**src/rtl/multi_player_clock.sv**
```systemverilog
`default_nettype none
// ============================================================================
// multi_player_clock : N-player game clock with prescaled per-player countdown,
//                      Fischer increment and direct flag-fall loser report.
// Revision: 1.0 - initial release
// ============================================================================
module multi_player_clock #(
  parameter int N_PLAYERS = 2,
  parameter int TIME_W    = 16,
  parameter int TICK_DIV  = 1000,
  parameter int INIT_TIME = 300,
  parameter int INCREMENT = 0
) (
  input  logic                         i_clk,
  input  logic                         i_rst_n,
  input  logic                         i_restart,
  input  logic                         i_pause,
  input  logic [N_PLAYERS-1:0]         i_move,
  output logic [N_PLAYERS-1:0]         o_active,
  output logic [N_PLAYERS-1:0]         o_loser,
  output logic [N_PLAYERS*TIME_W-1:0]  o_time,
  output logic [2:0]                   o_state,
  output logic                         o_restart
);

  localparam int                c_AW    = (N_PLAYERS > 1) ? $clog2(N_PLAYERS) : 1;
  localparam int                c_PW    = (TICK_DIV > 1) ? $clog2(TICK_DIV) : 1;
  localparam logic [c_PW-1:0]   c_PLAST = c_PW'(TICK_DIV - 1);
  localparam logic [c_AW-1:0]   c_ALAST = c_AW'(N_PLAYERS - 1);
  localparam logic [TIME_W-1:0] c_INIT  = TIME_W'(INIT_TIME);
  localparam logic [TIME_W:0]   c_INC   = (TIME_W + 1)'(INCREMENT);
  localparam logic [TIME_W-1:0] c_TMAX  = '1;

  typedef enum logic [2:0] {
    ST_START = 3'd0,
    ST_IDLE  = 3'd1,
    ST_RUN   = 3'd2,
    ST_PAUSE = 3'd3,
    ST_OVER  = 3'd4
  } state_t;

  state_t              r_state;
  logic [TIME_W-1:0]   r_time [N_PLAYERS];
  logic [c_PW-1:0]     r_presc;
  logic [c_AW-1:0]     r_active;
  logic [N_PLAYERS-1:0] r_loser;

  logic                w_go_start;
  logic                w_tick;
  logic [TIME_W-1:0]   w_cur_time;
  logic [TIME_W-1:0]   w_ticked;
  logic [TIME_W:0]     w_sum;
  logic [TIME_W-1:0]   w_moved;
  logic [c_AW-1:0]     w_next_active;
  logic [c_AW-1:0]     w_first;
  logic [N_PLAYERS-1:0] w_active_oh;

  // Restart wins in every live state; unknown encodings also fall back to START.
  always_comb begin
    w_go_start = 1'b0;
    case (r_state)
      ST_START:                          w_go_start = 1'b0;
      ST_IDLE, ST_RUN, ST_PAUSE, ST_OVER: w_go_start = i_restart;
      default:                           w_go_start = 1'b1;
    endcase
  end

  always_comb begin
    w_cur_time    = r_time[r_active];
    w_tick        = (r_presc == c_PLAST);
    w_ticked      = (w_tick && (w_cur_time != '0)) ? w_cur_time - TIME_W'(1) : w_cur_time;
    w_sum         = {1'b0, w_ticked} + c_INC;
    w_moved       = w_sum[TIME_W] ? c_TMAX : w_sum[TIME_W-1:0];
    w_next_active = (r_active == c_ALAST) ? '0 : r_active + c_AW'(1);
    w_active_oh   = '0;
    w_active_oh[r_active] = 1'b1;
    w_first       = '0;
    for (int p = N_PLAYERS - 1; p >= 0; p--) begin
      if (i_move[p]) w_first = c_AW'(p);
    end
  end

  always_ff @(posedge i_clk or negedge i_rst_n) begin
    if (!i_rst_n) begin
      r_state  <= ST_START;
      for (int p = 0; p < N_PLAYERS; p++) r_time[p] <= c_INIT;
      r_presc  <= '0;
      r_active <= '0;
      r_loser  <= '0;
    end else if (w_go_start || (r_state == ST_START)) begin
      // Reloading on the way into START as well makes a restart show fresh times at once.
      r_state  <= (r_state == ST_START) ? ST_IDLE : ST_START;
      for (int p = 0; p < N_PLAYERS; p++) r_time[p] <= c_INIT;
      r_presc  <= '0;
      r_active <= '0;
      r_loser  <= '0;
    end else begin
      case (r_state)
        ST_IDLE: begin
          if (|i_move) begin
            r_active <= w_first;
            r_state  <= ST_RUN;
          end
        end
        ST_RUN: begin
          if (i_pause) begin
            r_state <= ST_PAUSE;
          end else if (w_cur_time == '0) begin
            r_state <= ST_OVER;
            r_loser <= w_active_oh;
          end else begin
            r_presc <= w_tick ? '0 : r_presc + c_PW'(1);
            if (i_move[r_active]) begin
              r_time[r_active] <= w_moved;
              r_active         <= w_next_active;
            end else begin
              r_time[r_active] <= w_ticked;
            end
          end
        end
        ST_PAUSE: begin
          if (i_pause) r_state <= ST_RUN;
        end
        ST_OVER:  r_state <= ST_OVER;
        default:  r_state <= ST_START;
      endcase
    end
  end

  assign o_state   = r_state;
  assign o_restart = (r_state == ST_START);
  assign o_active  = (r_state == ST_RUN) ? w_active_oh : '0;
  assign o_loser   = r_loser;

  genvar gp;
  generate
    for (gp = 0; gp < N_PLAYERS; gp++) begin : g_time
      assign o_time[gp*TIME_W +: TIME_W] = r_time[gp];
    end
  endgenerate

endmodule
`default_nettype wire

```
**config.mk**
```make
export PLATFORM = sky130hd
export DESIGN_NAME = multi_player_clock
export DESIGN_NICKNAME = d
export VERILOG_FILES = /design/src/rtl/multi_player_clock.sv
export SDC_FILE = /design/constraint.sdc
export NUM_CORES = 1
export LEC_CHECK = 0
export BUFFER_PORTS_ARGS = -buffer_cell sky130_fd_sc_hd__buf_2
export CAP_MARGIN = 20
export CORE_MARGIN = 5
export CORE_UTILIZATION = 40
export CTS_CLUSTER_SIZE = 25
export DETAILED_ROUTE_END_ITERATION = 16
export PLACE_DENSITY = 0.56
export SYNTH_ARGS = -nofsm -noshare
export SYNTH_HDL_FRONTEND = slang
export SYNTH_SLANG_ARGS = --single-unit
```
**constraint.sdc**
```tcl
create_clock -name i_clk -period 3.33 [get_ports i_clk]
set_input_delay 0 -clock i_clk [delete_from_list [all_inputs] [get_ports i_clk]]
set_output_delay 0 -clock i_clk [all_outputs]
set_load 0.1 [all_outputs]
```
==> results of run 1 <==
cells in the final DEF (no fill, tap or decap), types with 5 or more instances in the layout:
master | netlist | routed
o21ai_0 | 18 | 18
dfrtp_1 | 40 | 40
and3_1 | 6 | 6
o21a_1 | 7 | 7
or3_1 | 6 | 6
nand2_1 | 26 | 26
nor4b_1 | 5 | 5
xnor2_1 | 13 | 13
buf_4 | 1 | 11
nor3_1 | 12 | 10
a21oi_1 | 18 | 18
nor2_1 | 38 | 38
nand3_1 | 13 | 13
nor4_1 | 11 | 11
o22ai_1 | 9 | 9
xor2_1 | 6 | 6
dfstp_2 | 8 | 8
mux2i_1 | 11 | 11
clkbuf_8 | 0 | 7
buf_2 | 2 | 45
stage by stage:
step                power, W  hold slack (ns)  instance area (µm²)  utilization  setup WS [ns]
floorplan            0.00124           -0.296                 2920            -          0.174
global placement     0.00140            0.263                 3280        0.456          0.584
detailed placement   0.00141            0.271                 3280        0.456          0.499
CTS                  0.00188           0.0337                 3420        0.477          0.468
global route         0.00197           0.0653                 3440        0.480          0.163
finish               0.00187           0.0469                 3440        0.480          0.464
worst min-delay path by stage:
stage | startpoint | to | slack, ns | depth (start not counted)
2_1_floorplan | i_rst_n | o_loser[0]$_DFFE_PN0P_ | -0.30 | 0
3_3_place_gp | i_rst_n | o_state[0]$_DFFE_PN0P_ | 0.26 | 1
3_5_place_dp | i_rst_n | o_state[1]$_DFFE_PN0P_ | 0.27 | 1
6_report | i_restart | o_state[1]$_DFFE_PN0P_ | 0.05 | 4
5_1_grt | i_restart | o_state[2]$_DFFE_PN0P_ | 0.07 | 3
4_1_cts | i_restart | o_state[1]$_DFFE_PN0P_ | 0.03 | 4
layer usage:
metal,part of all wire,up-vias,track usage
li1,-,1276,-
met1,0.46,1297,0.268
met2,0.48,67,0.299
met3,0.051,10,0.0300
met4,0.013,0,0.0553
met5,0,-,0
power by group:
| group | leakage (nW) | internal [W] | switching, W |
|---|---|---|---|
| sequential | 0.639 | 0.000605 | 0.0000689 |
| clock | 0.0645 | 0.000265 | 0.000199 |
| combinational | 0.729 | 0.000188 | 0.000543 |
kinds of logic (layout without fill, tap and decap cells):
| group | after synthesis | after routing | synth area share |
|---|---|---|---|
| compound gates | 69 | 69 | 0.146 |
| fa+ha+maj | 3 | 3 | 0.0129 |
| buf+inv | 21 | 70 | 0.0319 |
| simple gates | 145 | 145 | 0.281 |
| mux | 15 | 15 | 0.0534 |
| xor+xnor | 19 | 19 | 0.0573 |
| flops | 48 | 48 | 0.417 |
flip-flops by register name, summed over array words and instances (netlist names):
register / cells
o_loser: 2
o_time: 32
r_active: 1
o_state: 3
r_presc: 10
critical path, stage by stage, from the launching register on:
cell	delay, ns
dfrtp_1	0.60
buf_4	0.25
nor4b_2	0.39
o21a_1	0.25
and4_1	0.56
buf_4	0.24
o211ai_1	0.12
a41oi_1	0.25
a31oi_1	0.07
final cells by class:
type	instances	area, µm²	share of cell area
Inverter	3	11.3	0.00327
Sequential cell	48	1210	0.352
Clock inverter	1	30.0	0.00872
Multi-Input combinational cell	251	1620	0.471
Timing Repair Buffer	59	348	0.101
Tap cell	99	124	0.0360
Clock buffer	7	96.3	0.0280
==> metrics.txt, run 1 <==
status=complete, no violations; clock root buffer=clkbuf_8; I/O Buffers=45; pin count of the biggest net entering global routing=49; CP required=3.49 ns; CTS Buf Count=5; share of the synthesized area in the top cell type=0.345; hold crit path type=primary input to flop; Peak VDD IR=289 µV; CP Data Arrival Time=3.03 ns; most frequent cells after synthesis=dfrtp_1, nor2_1, nand2_1; Post-Syn Nets=329; drt first pass iters=4; setup bufs post-CTS=0; CTS tree=yes; Initial DRC Count=123; DRC Markers=0; Hold Buf Count CTS=2; largest area contributor in the netlist=dfrtp_1; setup_tns=0 ns; Avg WL per Cell=17.0 µm; Fmax=349 MHz; htree depth=2; Async S/R FF share, synth=1.00; die extent in y=95.2 µm; synth top area cells=dfrtp_1, dfstp_2, nor2_1; Yosys reg bits=48; final critical-path required period=2.87 ns; Worst Clk Skew=0.00766 ns; worst reg2reg path depth=8; Distinct cells, synth=53; crit path from=r_active$_DFFE_PN0P_; r2r endpoint=r_active$_DFFE_PN0P_; Post-synth EDFFs=0; CTS max path bufs=2; reg2reg start=r_active$_DFFE_PN0P_; worst skew pair latency=0.30 ns; sequential share of the synthesized area=0.417; placed insts=457; Syn-to-layout area delta=18.5%; reg2reg setup slack=0.46 ns; count leader, synth=dfrtp_1; Max-Cap Viols=0; Chip Width=95.2 µm; Setup crit end=r_active$_DFFE_PN0P_; Synth Flop Type=dfrtp_1; RSZ-0062 raised after global routing=false; PD cells=543 nW/µm²; # fillers=736; leakage=1.43 nW; post-route insts no fill=468; Tcrit/Tclk final=0.861; synth warn=0; post-route ant nets=0; post_cts resized=0; Clock Sinks=48; first-pass GRT wire length=13.6 mm; grt ovf=0; CP endpoint kind=flop; final setup violation count=0; num rows=31; gp weighted congestion=0.845; die area=9060 µm²; startpoint types=flop; final hold vios=0; I/O pins=46; critical-path maximum fanout=15; final wirelength=7.95 mm; slew margin rel.=0.459; clk slew on worst S/H paths=0.09 ns; layout cell share with drive strength beyond 1=0.236; antenna cell count=0; core area=7180 µm²; critical setup path kind=flop to flop; Worst Max-Slew Pin Slew=0.808 ns; Syn Inst Count=320; count of pins over their slew limit=0; initial core utilization=0.405; vias=2650; hpwl dp=5.80 mm; vias in the first global route=2623; drt via density=5.66; GRT Overall Usage=0.190; Cell Area, Synth=2900 µm²; antenna violations before repair=0; Syn Area/Cell=9.08 µm²; layout net count=377
(Power assumes the default switching activity.)
==> run 2: changes to the inputs <==
--- a/config.mk
+++ b/config.mk
@@ -11,7 +11,7 @@
 export CORE_UTILIZATION = 40
 export CTS_CLUSTER_SIZE = 25
 export DETAILED_ROUTE_END_ITERATION = 16
-export PLACE_DENSITY = 0.56
+export PLACE_DENSITY = 0.58
 export SYNTH_ARGS = -nofsm -noshare
 export SYNTH_HDL_FRONTEND = slang
 export SYNTH_SLANG_ARGS = --single-unit
==> constraint.sdc (replaced) <==
create_clock -name i_clk -period 2.4 [get_ports i_clk]
set_input_delay 0 -clock i_clk [delete_from_list [all_inputs] [get_ports i_clk]]
set_output_delay 0 -clock i_clk [all_outputs]
set_load 0.1 [all_outputs]
==> run 2 against run 1 <==
  * Critical path depth is the same
  * Critical path type unchanged
  * Register-to-register slack lost 0.39 ns
  * Hold slack lost 0.031 ns
  * Sequential share of layout area shrank 1.9 points
  * Largest power group unchanged
  * Worst setup slack lost 0.39 ns
==> metrics.txt, run 2 (same netlist as run 1, synthesis figures left out) <==
RSZ-0062 raised after global routing=false; CP max stage delay=0.50 ns; reg2reg start=r_active$_DFFE_PN0P_; worst path cell trace=buf_12 -> mux2i_2 -> ha_2 -> o21a_1 -> and2_4 -> or4_4 -> or3_1 -> a21oi_1; Clock Sinks=48; layout net count=393; post-route ant nets=0; Tcrit/Tclk final=0.968; antenna violations before repair=0; critical setup path kind=flop to flop; r2r endpoint=o_time[12]$_DFFE_PN0P_; CTS Buf Count=5; Fmax=430 MHz; hold path start=i_pause; slew margin rel.=0.427; count of pins over their slew limit=0; buffers and inverters on the worst path=1; flip-flop count of the largest register after layout=32; die extent in y=95.2 µm; clock root buffer=clkbuf_8; final setup violation count=0; Syn-to-layout area delta=28.3%; gp weighted congestion=0.873; I/O pins=46; vias in the first global route=2675; CP Data Arrival Time=2.55 ns; Avg WL per Cell=16.9 µm; core area=7180 µm²; vias=2673; Chip Width=95.2 µm; CP required=2.63 ns; GRT Overall Usage=0.187; Peak VDD IR=369 µV; PD cells=727 nW/µm²; antenna cell count=0; hold crit path type=primary input to flop; Worst Max-Slew Pin Slew=0.860 ns; CP endpoint kind=flop; WHS Path Cells=3; Cell Area, Placed=3510 µm²; CTS max path bufs=2; WHS=0.0158 ns; most common cell after layout, fill and taps aside=buf_2; leakage=1.46 nW; final hold vios=0; CP max-delay cell=or4_4; hpwl dp=5.95 mm; pin count of the biggest net entering global routing=39; Worst path depth=8; die area=9060 µm²; Worst Clk Skew=0.0106 ns; htree depth=2; first-pass GRT wire length=13.3 mm; grt ovf=0; Largest delay share family, worst path=simple AND/OR/NAND/NOR gates; layout cell share with drive strength beyond 1=0.382; clk slew on worst S/H paths=0.10 ns; final critical-path required period=2.32 ns; initial core utilization=0.405; startpoint types=flop; worst skew pair latency=0.30 ns; Initial DRC Count=142; critical-path maximum fanout=11; num rows=31; reg2reg setup slack=0.08 ns; Max-Cap Viols=0; most frequent cells in the layout=buf_2, nor2_1, buf_4; Final Cell Area=3730 µm²; final wirelength=8.19 mm; DRC Markers=0; drt first pass iters=4; CTS tree=yes; drt via density=5.52; I/O Buffers=45; worst reg2reg path depth=8; Worst Hold End=o_state[2]$_DFFE_PN0P_; status=complete, no violations
==> run 2: cell types whose count changed in the layout (fill, tap and decap cells not counted), sizes merged <==
cell,before,now
clkbuf,7,5
dlygate4sd3,2,1
clkinv,0,1
buf,57,74
clkinvlp,0,1
==> run 2: worst max-delay path by stage <==
stage	from	end	slack, ns
after detailed placement	r_active$_DFFE_PN0P_	o_time[30]$_DFFE_PN0P_	-0.01
after global placement	r_active$_DFFE_PN0P_	o_time[30]$_DFFE_PN0P_	0.07
after floorplan	r_active$_DFFE_PN0P_	o_time[28]$_DFFE_PN0P_	-0.11
final	r_active$_DFFE_PN0P_	o_time[12]$_DFFE_PN0P_	0.08
after global routing	r_active$_DFFE_PN0P_	o_time[30]$_DFFE_PN0P_	0.001
after CTS	r_active$_DFFE_PN0P_	o_time[12]$_DFFE_PN0P_	0.03
==> run 2: layout make-up <==
cell class,count,area [µm²]
fillers,681,3450
multi-input cells,251,1750
flip-flops and latches,48,1240
repair buffers,75,485
well taps,99,124
clock buffers,5,68.8
clock inverters,3,42.5
inverters,3,11.3
==> run 2: through the flow <==
step	TNS, ns	worst slack (ns)	power, W	utilization	instances
after global placement	0	0.0717	0.00208	0.489	474
after detailed placement	-0.0129	-0.0129	0.00208	0.489	474
final	0	0.0768	0.00271	0.519	484
after floorplan	-1.46	-0.112	0.00191	-	320
after CTS	0	0.0340	0.00269	0.508	483
after global routing	0	0.00104	0.00285	0.519	484
==> run 2: report_power, final <==
part           internal [W]  leakage [nW]  switching [W]
clock              0.000309        0.0541       0.000286
sequential         0.000854         0.605      0.0000842
combinational      0.000373         0.798       0.000805
total               0.00154          1.46        0.00118
==> run 2: worst reg2reg max path, delay by kind of cell, from the launching register on <==
family	cells	cell delay [ns]
AOI/OAI and AO/OA	2	0.32
adders and majority gates	1	0.18
buffers and inverters	1	0.16
DFF	1	0.46
muxes	1	0.15
and+or+nand+nor	3	0.99
==> run 2: timing repair <==
action | 4_1_cts | 5_1_grt
buffers inserted | 0 | 1
endpoints found under the hold margin | 33 | 0
endpoints found under the setup margin | 4 | 32
hold buffers | 1 | 0
resized for setup | 2 | 15
==> run 2: per-layer routing <==
metal	up-vias	part of all wire	wire length, µm	global-route usage
li1	1307	-	-	-
met1	1304	0.48	3920	0.258
met2	47	0.48	3920	0.311
met3	15	0.025	208	0.0237
met4	0	0.017	141	0.0481
met5	-	0	0	0
